$ cat config.mk
export PLATFORM = sky130hd
export DESIGN_NAME = dilated_window_gen
export DESIGN_NICKNAME = d
export VERILOG_FILES = /design/src/rtl/dilated_window_gen.sv
export SDC_FILE = /design/constraint.sdc
export NUM_CORES = 1
export LEC_CHECK = 0
export BUFFER_PORTS_ARGS = -buffer_cell sky130_fd_sc_hd__buf_2
export CAP_MARGIN = 25
export CORE_MARGIN = 8
export CORE_UTILIZATION = 55
export CTS_BUF_LIST = sky130_fd_sc_hd__clkbuf_4 sky130_fd_sc_hd__clkbuf_8
export CTS_CLUSTER_DIAMETER = 120
export CTS_CLUSTER_SIZE = 40
export DETAILED_ROUTE_END_ITERATION = 6
export HOLD_SLACK_MARGIN = 0.03
export PLACE_DENSITY = 0.82
export SLEW_MARGIN = 15
export SYNTH_ARGS = -nofsm -noshare
export SYNTH_HDL_FRONTEND = slang
export SYNTH_SLANG_ARGS = --single-unit
$ cat constraint.sdc
create_clock -name clk -period 20.3 [get_ports clk]
set_clock_uncertainty 0.05 [all_clocks]
set_input_delay 2.03 -clock clk [delete_from_list [all_inputs] [get_ports clk]]
set_output_delay 2.03 -clock clk [all_outputs]
set_load 0.02 [all_outputs]
$ cat src/rtl/dilated_window_gen.sv
// Row-stationary KxK sliding-window generator with runtime dilation, stride and row length.
// Optional window/stall counter ports are compiled in with DWG_WINDOW_CNT_EN.
module dilated_window_gen #(
  parameter int DATA_WIDTH   = 8,
  parameter int KERNEL_SIZE  = 3,
  parameter int MAX_DIL_LOG2 = 2,
  parameter int ROW_LEN_W    = 10
) (
  input  logic                                      clk,
  input  logic                                      rst_n,
  input  logic                                      clear,
  input  logic                                      cfg_mode_i,
  input  logic [1:0]                                cfg_dil_log2_i,
  input  logic [1:0]                                cfg_stride_i,
  input  logic [ROW_LEN_W-1:0]                      cfg_row_len_i,
  input  logic                                      in_valid_i,
  output logic                                      in_ready_o,
  input  logic [KERNEL_SIZE*DATA_WIDTH-1:0]         in_data_i,
  output logic                                      out_valid_o,
  input  logic                                      out_ready_i,
  output logic [KERNEL_SIZE*KERNEL_SIZE*DATA_WIDTH-1:0] out_data_o
`ifdef DWG_WINDOW_CNT_EN
  ,
  output logic [31:0]                               win_cnt_o,
  output logic [31:0]                               stall_cnt_o
`endif
);

  localparam int K     = KERNEL_SIZE;
  localparam int DW    = DATA_WIDTH;
  localparam int DEPTH = (K - 1) * (1 << MAX_DIL_LOG2) + 1;
  localparam logic [1:0] MAX_DIL = 2'(MAX_DIL_LOG2);

  logic                   mode_q;
  logic [1:0]             dil_q;
  logic [1:0]             stride_q;
  logic [ROW_LEN_W-1:0]   row_len_q;
  logic [ROW_LEN_W-1:0]   col_cnt;
  logic [1:0]             stride_cnt;
  logic                   out_valid_q;
  logic [K*K*DW-1:0]      out_data_q;

  // Tap 0 is the incoming beat; tap i is the sample accepted i beats earlier.
  logic [DW-1:0]          line [K][DEPTH-1];
  logic [DW-1:0]          tap  [K][DEPTH];
  logic [K*K*DW-1:0]      win;
  logic [ROW_LEN_W-1:0]   span;
  logic                   accept, produce, past_span, row_end;

  // Handshakes: a transfer happens on a cycle where valid and ready are both high;
  // valid never waits on ready, and a held window keeps its data until it transfers.
  assign in_ready_o  = !out_valid_q || out_ready_i;
  assign out_valid_o = out_valid_q;
  assign out_data_o  = out_data_q;

  assign accept    = in_valid_i && in_ready_o && !clear;
  assign span      = ROW_LEN_W'(K - 1) << dil_q;
  assign past_span = (col_cnt >= span);
  assign row_end   = (col_cnt == row_len_q - ROW_LEN_W'(1));
  assign produce   = mode_q || (past_span && (stride_cnt == 2'd0));

  always_comb begin
    for (int r = 0; r < K; r++) begin
      tap[r][0] = in_data_i[r*DW +: DW];
      for (int i = 1; i < DEPTH; i++) tap[r][i] = line[r][i-1];
    end
  end

  always_comb begin
    win = '0;
    for (int r = 0; r < K; r++) begin
      for (int c = 0; c < K; c++) begin
        if (mode_q) begin
          win[(r*K+c)*DW +: DW] = tap[0][0];
        end else begin
          for (int dv = 0; dv <= MAX_DIL_LOG2; dv++) begin
            if (dil_q == 2'(dv)) win[(r*K+c)*DW +: DW] = tap[r][(K-1-c) << dv];
          end
        end
      end
    end
  end

  // Delay lines carry no reset; the column counter masks stale samples.
  always_ff @(posedge clk) begin
    if (accept) begin
      for (int r = 0; r < K; r++) begin
        line[r][0] <= in_data_i[r*DW +: DW];
        for (int i = 1; i < DEPTH - 1; i++) line[r][i] <= line[r][i-1];
      end
    end
  end

  always_ff @(posedge clk or negedge rst_n) begin
    if (!rst_n) begin
      mode_q      <= 1'b0;
      dil_q       <= 2'd0;
      stride_q    <= 2'd0;
      row_len_q   <= ROW_LEN_W'(1);
      col_cnt     <= '0;
      stride_cnt  <= 2'd0;
      out_valid_q <= 1'b0;
      out_data_q  <= '0;
    end else if (clear) begin
      mode_q      <= cfg_mode_i;
      dil_q       <= (cfg_dil_log2_i > MAX_DIL) ? MAX_DIL : cfg_dil_log2_i;
      stride_q    <= cfg_stride_i;
      row_len_q   <= cfg_row_len_i;
      col_cnt     <= '0;
      stride_cnt  <= 2'd0;
      out_valid_q <= 1'b0;
    end else begin
      if (accept) begin
        if (row_end) begin
          col_cnt    <= '0;
          stride_cnt <= 2'd0;
        end else begin
          col_cnt <= col_cnt + ROW_LEN_W'(1);
          if (past_span) stride_cnt <= (stride_cnt == stride_q) ? 2'd0 : stride_cnt + 2'd1;
        end
      end
      if (accept && produce) begin
        out_valid_q <= 1'b1;
        out_data_q  <= win;
      end else if (out_ready_i) begin
        out_valid_q <= 1'b0;
      end
    end
  end

`ifdef DWG_WINDOW_CNT_EN
  always_ff @(posedge clk or negedge rst_n) begin
    if (!rst_n) begin
      win_cnt_o   <= '0;
      stall_cnt_o <= '0;
    end else if (clear) begin
      win_cnt_o   <= '0;
      stall_cnt_o <= '0;
    end else begin
      if (out_valid_q && out_ready_i)  win_cnt_o   <= win_cnt_o + 32'd1;
      if (out_valid_q && !out_ready_i) stall_cnt_o <= stall_cnt_o + 32'd1;
    end
  end
`endif

endmodule

======== After elaboration in Yosys (flattened, before gate mapping) ========
Memories as Yosys holds them, arrays and structs flattened.
Index checks and enable logic that the tools add are counted.
W data, S select, Z words.
word-level totals
  flip-flop bits (word level) ............. 100
  bits in latches ......................... 0
  memory bits (writable) .................. 192
  ROM bits ................................ 0
  bits of input ports ..................... 44
  output and inout bits ................... 74
  logic and storage cells ................. 85
  memories kept ........................... 1
cells by class
  add/sub/neg operators ................... 3
  multiply operators ...................... 0
  divide/modulo/power cells ............... 0
  $lt $le $gt $ge ......................... 2
  equality and inequality tests ........... 4
  shift-type cells ........................ 1
  multiplexer cells ....................... 50
  bitwise operators ....................... 1
  reduce and logical (&&, ||, !) cells .... 15
memories
  memory  depth  width  rd ports  clocked after Yosys merged registers in  wr ports  RTL line  source
  line    3      64     3         0                                        3         44        logic [DW-1:0] line [K][DEPTH-1];
operators by type and width
  kind                     count
  $mux W8                  36
  $mux W10                 3
  $mux W2                  6
  $add A10 B1 Y10 const B  1
  $eq A10 B10 Y1           1
  $ge A10 B10 Y1           1
  $shl A2 B2 Y10 const A   1
  $sub A10 B1 Y10 const B  1
  $reduce_bool A3 Y1       2
  $mux W1                  5
  $logic_and A1 B1 Y1      4
  $logic_not A2 Y1         2
  $reduce_and A2 Y1        2
  $add A2 B1 Y2 const B    1
  $eq A2 B1 Y1 const B     1
  $eq A2 B2 Y1             1
  $eq A2 B2 Y1 const B     1
  $gt A2 B2 Y1 const B     1
  $logic_not A1 Y1         2
  $logic_or A1 B1 Y1       2
  $reduce_bool A2 Y1       1
  $not A1 Y1               1

======== Depth between registers and ports, before layout ========
Gate-level depths: netlist of run 1.
  word-level depth ........................ 7
  gate-level depth with buffers ........... 14
  gate-level depth less buffers ........... 9

======== Least setup slack after synthesis of run 1 ========
No wires, ideal clock.
  path type ............................... input to register
  start ................................... input out_ready_i
  end ..................................... register out_data_q[0], in the netlist out_data_o[0]
  setup time .............................. 0.125 ns
  arrival time ............................ 11.973 ns
  data required time ...................... 20.125 ns
  setup slack ............................. 8.152 ns
  stages on the path ...................... 7
  path buffers ............................ 2
  cells stage by stage .................... nand2b_1 nand2_1 nor2_1 o21a_1 buf_2 buf_2 mux2_2
between the ends
  cells in the longest elaborated chain, start to end .. 5
RTL lines
  what                               RTL line  source
  start, declared                    20        input logic out_ready_i,
  $logic_or A1 B1 Y1                 52        assign in_ready_o = !out_valid_q || out_ready_i;
  $logic_and A1 B1 Y1 (2 in series)  56        assign accept = in_valid_i && in_ready_o && !clear;
  via accept                         48        logic accept, produce, past_span, row_end;
  $logic_and A1 B1 Y1                122       if (accept && produce) begin
  $reduce_and A2 Y1 (no line)        n/a
  end signal, assigned               124       out_data_q <= win;
  end, declared                      41        logic [K*K*DW-1:0] out_data_q;
The timed path passes the listed nets, and every way through them passes these cells.
A chain may end at the register's enable or synchronous reset.

======== Final worst setup path of run 1 ========
  start ................................... input out_ready_i
  end ..................................... output in_ready_o
between the ends
  cells in the longest elaborated chain, start to end .. 1
RTL lines
  what                RTL line  source
  $logic_or A1 B1 Y1  52
  end, declared       17        output logic in_ready_o,
Every way passes these cells.

==> metrics.md, run 1 <==
| Metric | Value |
|---|---|
| Outcome | finished, final reports clean |
| RD Place Congestion | 0.8311 |
| Final wirelength | 24.06 mm |
| Max-slew headroom | 0.2458 |
| Post-Syn Area | 0.01177 mm2 |
| Post-Route Utilization | 0.6118 |
| Fmax | 219.6 MHz |
| Layout area overhead | 9.270% |
| Setup crit end kind | output pin |
| Slowest-stage cell, CP | buf_2 |
| CTS tree | built |
| Stages on worst setup path | 3 |
| Nets | 940 |
| First-pass GRT wire length | 37.74 mm |
| GRT overflow | 0 |
| Number of global-route vias before repair | 6498 |
| Setup bufs post-CTS | 0 |
| # clock sinks | 292 |
| WHS | 0.3750 ns |
| Worst Path Buf+Inv | 2 |
| Hold Crit Class | flip-flop to flip-flop |
| Yosys top cell by area | edfxtp_1 |
| CTS Buf Count | 11 |
| DRC violations left | 0 |
| Setup CP Type | input port to output pin |
| CP startpoint kind | input port |
| Fraction of layout cells with a size suffix above 1 | 0.2587 |
| Final Max Tran Viols | 0 |
| Hold Path Stages | 0 |
| Core area | 0.02102 mm2 |
| Commonest non-fill, non-tap cell in the layout | edfxtp_1 |
| Htree depth | 1 |
| CP max FO | 4 |
| Post-synthesis area per instance | 14.86 um2 |
| Fin crit period | 4.553 ns |
| Worst-case reg-to-reg path depth | 12 |
| Die width | 162.3 um |
| HPWL after DPL | 15.36 mm |
| Row Count | 53 |
| MaxCap Viol Count | 0 |
| Pre-antenna DRT Iters | 4 |
| Fin cells | 1168 |
| CP cell instances | buf_2 -> nand2b_1 -> buf_2 |
| Netlist cell types | 50 |
| Syn Nets | 843 |
| Yosys warns | 0 |
| RSZ-0062 raised after global routing | no |
| Worst path max stage delay | 0.18 ns |
| Synthesized flop and latch total | 292 |
| Final setup violation count | 0 |
| Crit path arrival time | 2.47 ns |
| CTS resizes | 0 |
| DR vias/cell | 5.827 |
| Largest delay contributor family on the critical path | buffers and inverters |
| Die area | 0.02634 mm2 |
| Part of the Yosys area used for sequential elements | 0.7026 |
| Crit share post-route | 0.2243 |
| Least-Margin Pin Slew | 1.131 ns |
| Commonest cells after routing, fill and taps aside | edfxtp_1 (192), buf_2 (116), nor2_1 (104) |
| Largest net degree at the start of global routing | 199 |
| Placed Instances | 1149 |
| Die Y | 162.3 um |
| Pwr Total | 1.294 mW |
| Crit path top cell by count | buf_2 |
| Ports | 118 |
| Vias | 6806 |
| Routed wire per std cell | 20.60 um |
| Setup tns final | 0 ns |
| Leakage Power | 4.881 nW |
| Drt initial violations | 594 |
| Total GRT Usage | 0.1806 |
| Crit path required time | 18.22 ns |
| Top post-synthesis cells by area | edfxtp_1 (49%), dfrtp_1 (21%), mux2_2 (7.3%) |
| Max VDD drop | 0.05248 mV |
| Synth Flop Type | edfxtp_1 |
| Max clock buf depth | 3 |
| CTS Root Cell | clkbuf_8 |
| Mapped Cells | 792 |
| Worst-Skew Late Latency | 0.55 ns |
| N_diodes | 0 |
| Final hold viol count | 0 |
| PwrDens | 100.6 mW/mm2 |
| DRT antenna net count | 0 |
| Async SR Flop Fraction | 0.3425 |
| Hold_buf cts | 0 |
| Number of synthesized flops with an enable pin | 192 |
| Initial antenna violation count | 0 |
| Reg clk slew, reported paths | 0.21 ns |
| Area share of the largest cell type after synthesis | 0.4898 |
| I/O Buffers | 117 |
| Starting Density | 0.5599 |
[flip-flops by register name, indices dropped and copies added (netlist names)]
name	cells
stride_q	2
out_data_o	72
col_cnt	10
stride_cnt	2
mode_q	1
line	192
dil_q	2
out_valid_o	1
row_len_q	10
[stage by stage]
step | instance area, um2 | setup slack [ns]
finish | 12860 | 15.75
global route | 12860 | 15.74
CTS | 12830 | 15.75
detailed placement | 12610 | 15.37
global placement | 12610 | 15.43
floorplan | 11770 | 8.152
[power breakdown]
group,internal [mW],switching (mW)
clock network,0.0634,0.166
registers,0.717,0.0408
logic,0.118,0.189
[worst paths after layout]
| path | startpoint | endpoint | slack, ns |
|---|---|---|---|
| worst max-delay path | out_ready_i | in_ready_o | 15.75 |
| worst min-delay path | line[0][57] | line[0][49] | 0.38 |
| worst max register to register | dil_q[0] | out_data_o[66] | 16.40 |
| worst min register to register | line[0][57] | line[0][49] | 0.38 |
| max in group asynchronous | rst_n | out_data_o[66] | 17.61 |
| min in group asynchronous | rst_n | row_len_q[6] | 1.39 |
[synth_stat cells, types with 5 or more instances]
| cell | number |
|---|---|
| a22o_1 | 17 |
| nor2_1 | 105 |
| buf_2 | 14 |
| mux2_2 | 76 |
| clkbuf_1 | 22 |
| and3_1 | 6 |
| a21oi_1 | 5 |
| a211oi_1 | 48 |
| mux2i_1 | 56 |
| dfrtp_1 | 99 |
| o21ai_1 | 6 |
| nand2_1 | 22 |
| ha_1 | 7 |
| buf_1 | 5 |
| nand2b_1 | 7 |
| xor2_1 | 8 |
| nand3_1 | 6 |
| inv_1 | 20 |
| edfxtp_1 | 192 |
| nor2b_1 | 13 |
| xnor2_1 | 10 |
| o21ai_0 | 8 |
[routing by layer]
metal,global-route usage,up-vias,wire [um]
met3,0.03012,27,1713
met2,0.2795,244,11300
li1,-,3096,-
met5,0,-,0
met1,0.2647,3439,10640
met4,0.03830,0,405
[cells by family (layout without fill, tap and decap cells)]
logic type | Yosys count | in the layout | share of synthesized area
simple gates | 175 | 175 | 0.06644
fa+ha+maj | 7 | 7 | 0.007441
mux | 132 | 132 | 0.1203
buf+inv | 63 | 164 | 0.02190
flops | 292 | 292 | 0.7026
compound gates | 104 | 104 | 0.06602
xor+xnor | 19 | 19 | 0.01531
[area by class of cell]
| cell class | count | area [um2] |
|---|---|---|
| flip-flops and latches | 292 | 8273 |
| inverters | 21 | 78.83 |
| clock buffers | 16 | 188.9 |
| multi-input cells | 437 | 3266 |
| repair buffers | 126 | 680.7 |
| well taps | 275 | 344.1 |
| fillers | 1604 | 8160 |
| clock inverters | 1 | 30.03 |
Power figures use the tool's default switching activity.
==> inputs of run 2 (changes only) <==
- PLACE_DENSITY: 0.82 -> 0.85
- clock period: 20.3 -> 3.64 ns (I/O delays scaled with it)
==> metrics.md, run 2 (synthesis gave the netlist of run 1 again) <==
| Metric | Value |
|---|---|
| Die Y | 162.3 um (unchanged) |
| I/O Buffers | 117 (unchanged) |
| Crit path required time | 4.04 ns (was 18.22 ns) |
| Largest delay contributor family on the critical path | compound AO/OA/AOI/OAI gates (was buffers and inverters) |
| MaxCap Viol Count | 0 (unchanged) |
| Crit path arrival time | 3.38 ns (was 2.47 ns) |
| Ports | 118 (unchanged) |
| DR vias/cell | 5.748 (was 5.827) |
| DRC violations left | 0 (unchanged) |
| CTS Buf Count | 11 (unchanged) |
| DRT antenna net count | 0 (unchanged) |
| Least-Margin Pin Slew | 0.9357 ns (was 1.131 ns) |
| RSZ-0062 raised after global routing | no (unchanged) |
| Pre-antenna DRT Iters | 5 (was 4) |
| CTS tree | built (unchanged) |
| RD Place Congestion | 0.7884 (was 0.8311) |
| Final wirelength | 25.14 mm (was 24.06 mm) |
| Post-Route Utilization | 0.6321 (was 0.6118) |
| Die width | 162.3 um (unchanged) |
| Fin crit period | 2.982 ns |
| Initial antenna violation count | 0 (unchanged) |
| Nets | 981 (was 940) |
| Htree depth | 1 (unchanged) |
| Max reg flops | 192 (unchanged) |
| Worst hold path startpoint | in_data_i[1] (was line[0][57]) |
| Max clock buf depth | 3 (unchanged) |
| Final setup violation count | 0 (unchanged) |
| Row Count | 53 (unchanged) |
| Fmax | 335.4 MHz |
| Setup CP Type | flip-flop to flip-flop (was input port to output pin) |
| Vias | 6949 (was 6806) |
| HPWL after DPL | 16.79 mm (was 15.36 mm) |
| PwrDens | 546.9 mW/mm2 (was 100.6 mW/mm2) |
| Hold Crit Class | input port to flip-flop (was flip-flop to flip-flop) |
| Worst-Skew Late Latency | 0.54 ns (was 0.55 ns) |
| Fillcell total | 1476 (was 1604) |
| CP Launch Point | dil_q[1] (was out_ready_i) |
| Final hold viol count | 0 (unchanged) |
| N_diodes | 0 (unchanged) |
| CTS resizes | 0 (unchanged) |
| Max VDD drop | 0.5009 mV (was 0.05248 mV) |
| Largest net degree at the start of global routing | 112 (was 199) |
| CTS Root Cell | clkbuf_8 (unchanged) |
| Starting Density | 0.5599 (unchanged) |
| # clock sinks | 292 (unchanged) |
| Leakage Power | 5.072 nW (was 4.881 nW) |
| Biggest register | line (unchanged) |
| Worst path max stage delay | 0.63 ns (was 0.18 ns) |
| Slowest-stage cell, CP | dfrtp_2 (was buf_2) |
| Max-slew headroom | 0.3762 (was 0.2458) |
| Drt initial violations | 652 (was 594) |
| Core area | 0.02102 mm2 (unchanged) |
| R2R Path Start | dil_q[1] (was dil_q[0]) |
| Worst Path Buf+Inv | 2 (unchanged) |
| Final Max Tran Viols | 0 (unchanged) |
| GRT overflow | 0 (unchanged) |
| Commonest non-fill, non-tap cell in the layout | edfxtp_1 (unchanged) |
| Layout area overhead | 12.89% (was 9.270%) |
| CP cell instances | nor2b_4 -> inv_1 -> ha_1 -> nand2_1 -> a21oi_1 -> o21ai_0 -> a41oi_1 -> o21a_4 -> buf_4 -> mux2_2 (was buf_2 -> nand2b_1 -> buf_2) |
| Reg clk slew, reported paths | 0.22 ns (was 0.21 ns) |
| CP startpoint kind | flip-flop (was input port) |
| Crit share post-route | 0.8192 |
| Commonest cells after routing, fill and taps aside | edfxtp_1 (192), buf_2 (116), nor2_1 (104) (unchanged) |
| Outcome | finished, final reports clean (unchanged) |
| Total GRT Usage | 0.1884 (was 0.1806) |
| Number of global-route vias before repair | 7015 (was 6498) |
| Routed wire per std cell | 20.79 um (was 20.60 um) |
| First-pass GRT wire length | 39.41 mm (was 37.74 mm) |
| Setup crit end kind | flip-flop (was output pin) |
| Pwr Total | 7.267 mW (was 1.294 mW) |
| Fraction of layout cells with a size suffix above 1 | 0.2580 (was 0.2587) |
| Die area | 0.02634 mm2 (unchanged) |
| CP max FO | 23 (was 4) |
-- run 2: timing repair --
action	CTS	global route
hold endpoints to repair	87	1
hold buffers	33	1
buffers inserted	0	0
-- run 2: metrics by stage --
step           worst slack, ns  hold slack, ns  cells  area (um2)  TNS, ns
6_report                0.6582         0.05847   1209       13290        0
5_1_grt                 0.5345         0.03086   1209       13290        0
4_1_cts                 0.6644         0.04235   1206       13250        0
3_5_place_dp            0.6969          0.3545   1156       12700        0
3_3_place_gp            0.8298          0.3506   1156       12700        0
2_1_floorplan           -1.026         0.01841    792       11850  -160.62
-- run 2: power breakdown --
part	internal (mW)	switching (mW)
clock network	0.349	0.913
registers	4.00	0.253
logic	0.695	1.06
total	5.04	2.23
-- run 2: worst register-to-register path, delay by kind of cell, from the launching register on --
family | cells | cell delay, ns
AOI/OAI and AO/OA | 4 | 0.84
adders and majority gates | 1 | 0.30
buffers and inverters | 2 | 0.43
DFF | 1 | 0.63
muxes | 1 | 0.39
and+or+nand+nor | 2 | 0.28
-- run 2: per-layer routing --
layer,GRT usage,part of all wire
met5,0,0
met4,0.03114,0.013
met3,0.03619,0.071
met2,0.3030,0.48
met1,0.2666,0.43
-- run 2: cell type report --
type | count | area, um2 | share of cell area
inverters | 21 | 78.83 | 0.005932
multi-input cells | 437 | 3284 | 0.2472
clock buffers | 15 | 181.4 | 0.01365
well taps | 275 | 344.1 | 0.02589
flip-flops and latches | 292 | 8274 | 0.6227
clock inverters | 2 | 38.79 | 0.002919
repair buffers | 167 | 1086 | 0.08173
-- run 2: path summary, 6_finish.rpt --
check,endpoint,slack (ns),cells after the start
worst max-delay path,out_data_o[10],0.66,10
worst min-delay path,out_data_o[17],0.06,3
worst max register to register,out_data_o[10],0.66,10
worst min register to register,line[0][37],0.39,0
max in group asynchronous,out_data_o[7],2.34,3
min in group asynchronous,row_len_q[9],0.35,2
==> inputs of run 3 (changes only) <==
- ABC_AREA: unset -> 1
- clock period: 3.64 -> 2.6 ns (I/O delays scaled with it)
==> metrics.md, run 3 <==
| Metric | Value |
|---|---|
| Outcome | finished, final reports clean (unchanged) |
| Least-Margin Pin Slew | 0.7099 ns (was 0.9357 ns) |
| Fin crit period | 2.416 ns (was 2.982 ns) |
| PwrDens | 789.5 mW/mm2 (was 546.9 mW/mm2) |
| Largest family of logic cells by synthesized area | simple AND/OR/NAND/NOR gates (was multiplexers) |
| CP startpoint kind | flip-flop (unchanged) |
| Final Max Tran Viols | 0 (unchanged) |
| Biggest register | line (unchanged) |
| Area share of the largest cell type after synthesis | 0.4693 (was 0.4898) |
| CTS resizes | 0 (unchanged) |
| Core area | 0.02189 mm2 (was 0.02102 mm2) |
| Crit path arrival time | 2.83 ns (was 3.38 ns) |
| Fillcell total | 1591 (was 1476) |
| DR vias/cell | 5.655 (was 5.748) |
| Largest net degree at the start of global routing | 93 (was 112) |
| Vias | 8064 (was 6949) |
| Worst Path Buf+Inv | 2 (unchanged) |
| Final setup violation count | 0 (unchanged) |
| Crit share post-route | 0.9294 (was 0.8192) |
| CTS tree | built (unchanged) |
| Largest delay contributor family on the critical path | simple AND/OR/NAND/NOR gates (was compound AO/OA/AOI/OAI gates) |
| Post-synthesis mux area share | 0 (was 0.1203) |
| MaxCap Viol Count | 0 (unchanged) |
| Drt initial violations | 961 (was 652) |
| Commonest cells in the netlist | edfxtp_1 (192), nand2_1 (189), dfrtp_1 (99) (was edfxtp_1 (192), nor2_1 (105), dfrtp_1 (99)) |
| Setup CP Type | flip-flop to flip-flop (unchanged) |
| Pre-CTS setup slack | 0.2826 ns (was 0.6969 ns) |
| Fraction of layout cells with a size suffix above 1 | 0.2640 (was 0.2580) |
| Routed wire per std cell | 19.26 um (was 20.79 um) |
| Synthesized flop and latch total | 292 (unchanged) |
| GRT overflow | 0 (unchanged) |
| Hold Crit Class | input port to flip-flop (unchanged) |
| RSZ-0062 raised after global routing | no (unchanged) |
| HPWL after DPL | 18.13 mm (was 16.79 mm) |
| Slowest-stage cell, CP | dfrtp_1 (was dfrtp_2) |
| Synth Area in XOR/XNOR | 0.009269 (was 0.01531) |
| Crit path required time | 3.02 ns (was 4.04 ns) |
| Max-slew headroom | 0.5267 (was 0.3762) |
| Commonest non-fill, non-tap cell in the layout | edfxtp_1 (unchanged) |
| Part of the Yosys area used for sequential elements | 0.6732 (was 0.7026) |
| Total GRT Usage | 0.1969 (was 0.1884) |
| Top post-synthesis cells by area | edfxtp_1 (47%), dfrtp_1 (20%), nand2_1 (5.8%) (was edfxtp_1 (49%), dfrtp_1 (21%), mux2_2 (7.3%)) |
| Setup crit end kind | flip-flop (unchanged) |
| DRC violations left | 0 (unchanged) |
| Max clock buf depth | 3 (unchanged) |
| I/O Buffers | 117 (unchanged) |
| Reg clk slew, reported paths | 0.23 ns (was 0.22 ns) |
| Htree depth | 1 (unchanged) |
| Initial antenna violation count | 2 (was 0) |
| Yosys warns | 0 (unchanged) |
| Row Count | 54 (was 53) |
| Layout area overhead | 12.97% (was 12.89%) |
| # clock sinks | 292 (unchanged) |
| Die width | 165.5 um (was 162.3 um) |
| Die Y | 165.5 um (was 162.3 um) |
| Die area | 0.02737 mm2 (was 0.02634 mm2) |
| Leakage Power | 5.733 nW (was 5.072 nW) |
| Mapped Cells | 984 (was 792) |
| Post-synthesis area per instance | 12.48 um2 (was 14.86 um2) |
| Nets | 1191 (was 981) |
| First-pass GRT wire length | 42.45 mm (was 39.41 mm) |
| Crit path top cell by count | nand2_1 |
| Fmax | 413.8 MHz (was 335.4 MHz) |
| Commonest cells after routing, fill and taps aside | edfxtp_1 (192), nand2_1 (180), buf_2 (116) (was edfxtp_1 (192), buf_2 (116), nor2_1 (104)) |
| Worst path max stage delay | 0.47 ns (was 0.63 ns) |
| Post-synthesis adder-cell area fraction | 0.007130 (was 0.007441) |
| Netlist cell types | 34 (was 50) |
| Syn Nets | 1035 (was 843) |
| Worst setup margin | 0.1835 ns (was 0.6582 ns) |
| Setup bufs post-CTS | 0 (unchanged) |
| Number of synthesized flops with an enable pin | 192 (unchanged) |
| Ports | 118 (unchanged) |
| Synth Area in Simple Gates | 0.1492 (was 0.06644) |
| DRT antenna net count | 0 (unchanged) |
| CP cell instances | buf_4 -> nor2_4 -> ha_1 -> nand2_1 -> nor2_1 -> nand3_1 -> nand3_1 -> nand2_1 -> nand2_2 -> nand2_8 -> buf_12 -> nand2_1 -> o21ai_2 (was nor2b_4 -> inv_1 -> ha_1 -> nand2_1 -> a21oi_1 -> o21ai_0 -> a41oi_1 -> o21a_4 -> buf_4 -> mux2_2) |
| Yosys top cell by area | edfxtp_1 (unchanged) |
| CTS Buf Count | 11 (unchanged) |
| CP max FO | 27 (was 23) |
| Top-count cell post-synth | edfxtp_1 (unchanged) |
| Async SR Flop Fraction | 0.3425 (unchanged) |
| Synth Flop Type | edfxtp_1 (unchanged) |
| CTS Root Cell | clkbuf_8 (unchanged) |
| Final wirelength | 27.47 mm (was 25.14 mm) |
| Number of global-route vias before repair | 7934 (was 7015) |
| RD Place Congestion | 0.8785 (was 0.7884) |
| Max reg flops | 192 (unchanged) |
| Worst-Skew Late Latency | 0.56 ns (was 0.54 ns) |
| Max VDD drop | 0.4687 mV (was 0.5009 mV) |
| Starting Density | 0.5612 (was 0.5599) |
| Pre-antenna DRT Iters | 6 (was 5) |
| Final hold viol count | 0 (unchanged) |
| Post-synthesis compound-gate area fraction | 0.1107 (was 0.06601) |
| Post-Syn Area | 0.01228 mm2 (was 0.01177 mm2) |
| Post-Route Utilization | 0.6339 (was 0.6321) |
==> run 3: stage by stage <==
stage / power, mW / hold slack [ns] / cells / area (um2) / TNS, ns
floorplan: 8.208 / -0.08559 / 984 / 12320 / -410.23
global placement: 9.091 / 0.2898 / 1365 / 13230 / 0
detailed placement: 9.214 / 0.2846 / 1365 / 13230 / 0
CTS: 11.00 / 0.04590 / 1424 / 13870 / 0
global route: 11.43 / 0.09379 / 1426 / 13880 / 0
finish: 10.96 / 0.05550 / 1426 / 13880 / 0
==> run 3: path summary, 6_finish.rpt <==
| kind | to | cells past startpoint | from | slack (ns) |
|---|---|---|---|---|
| setup / recovery | out_data_o[66] | 13 | dil_q[0] | 0.18 |
| hold / removal | row_len_q[9] | 3 | clear | 0.06 |
| setup reg to reg | out_data_o[66] | 13 | dil_q[0] | 0.18 |
| hold reg to reg | line[2][14] | 0 | line[2][22] | 0.31 |
| max in group asynchronous | row_len_q[0] | 3 | rst_n | 1.47 |
| min in group asynchronous | out_valid_o | 2 | rst_n | 0.19 |
==> run 3: area by class of cell <==
class	count	area, um2	share of cell area
Sequential cell	292	8270	0.5960
Multi-Input combinational cell	573	3441	0.2479
Timing Repair Buffer	188	1314	0.09467
Tap cell	280	350.3	0.02525
Inverter	74	277.8	0.02002
Clock buffer	16	188.9	0.01361
Clock inverter	1	30.03	0.002164
Antenna cell	2	5.005	0.0003607
==> run 3: what timing repair did <==
| action | 4_1_cts | 5_1_grt |
|---|---|---|
| hold endpoints to repair | 104 | 0 |
| endpoints found under the setup margin | 0 | 0 |
| hold buffers | 42 | 0 |
==> run 3: cells by family after synthesis <==
kind of cell,count (synthesis)
buffers and inverters,119
XOR/XNOR,13
adder cells (fa/ha/maj),7
AND/OR/NAND/NOR,353
flip-flops,292
AO/OA/AOI/OAI,200
==> run 3: per-layer routing <==
metal / vias to the layer above / track usage / share of wire / wire (um)
li1: 3713 / - / - / -
met1: 3915 / 0.2723 / 0.41 / 11130
met2: 394 / 0.3198 / 0.48 / 13220
met3: 42 / 0.03644 / 0.093 / 2553
met4: 0 / 0.04464 / 0.020 / 561
met5: - / 0 / 0 / 0
==> run 3: worst reg2reg max path, stage by stage (launching register included) <==
cell,delay [ns]
dfrtp_1,0.47
buf_4,0.29
nor2_4,0.05
ha_1,0.27
nand2_1,0.06
nor2_1,0.12
nand3_1,0.09
nand3_1,0.11
nand2_1,0.07
nand2_2,0.11
nand2_8,0.21
buf_12,0.29
nand2_1,0.09
o21ai_2,0.06
==> run 3: power breakdown <==
group          internal (mW)  switching (mW)  total [mW]
Clock                  0.495            1.31        1.81
Combinational           1.11            1.86        2.97
Sequential              5.62           0.553        6.17
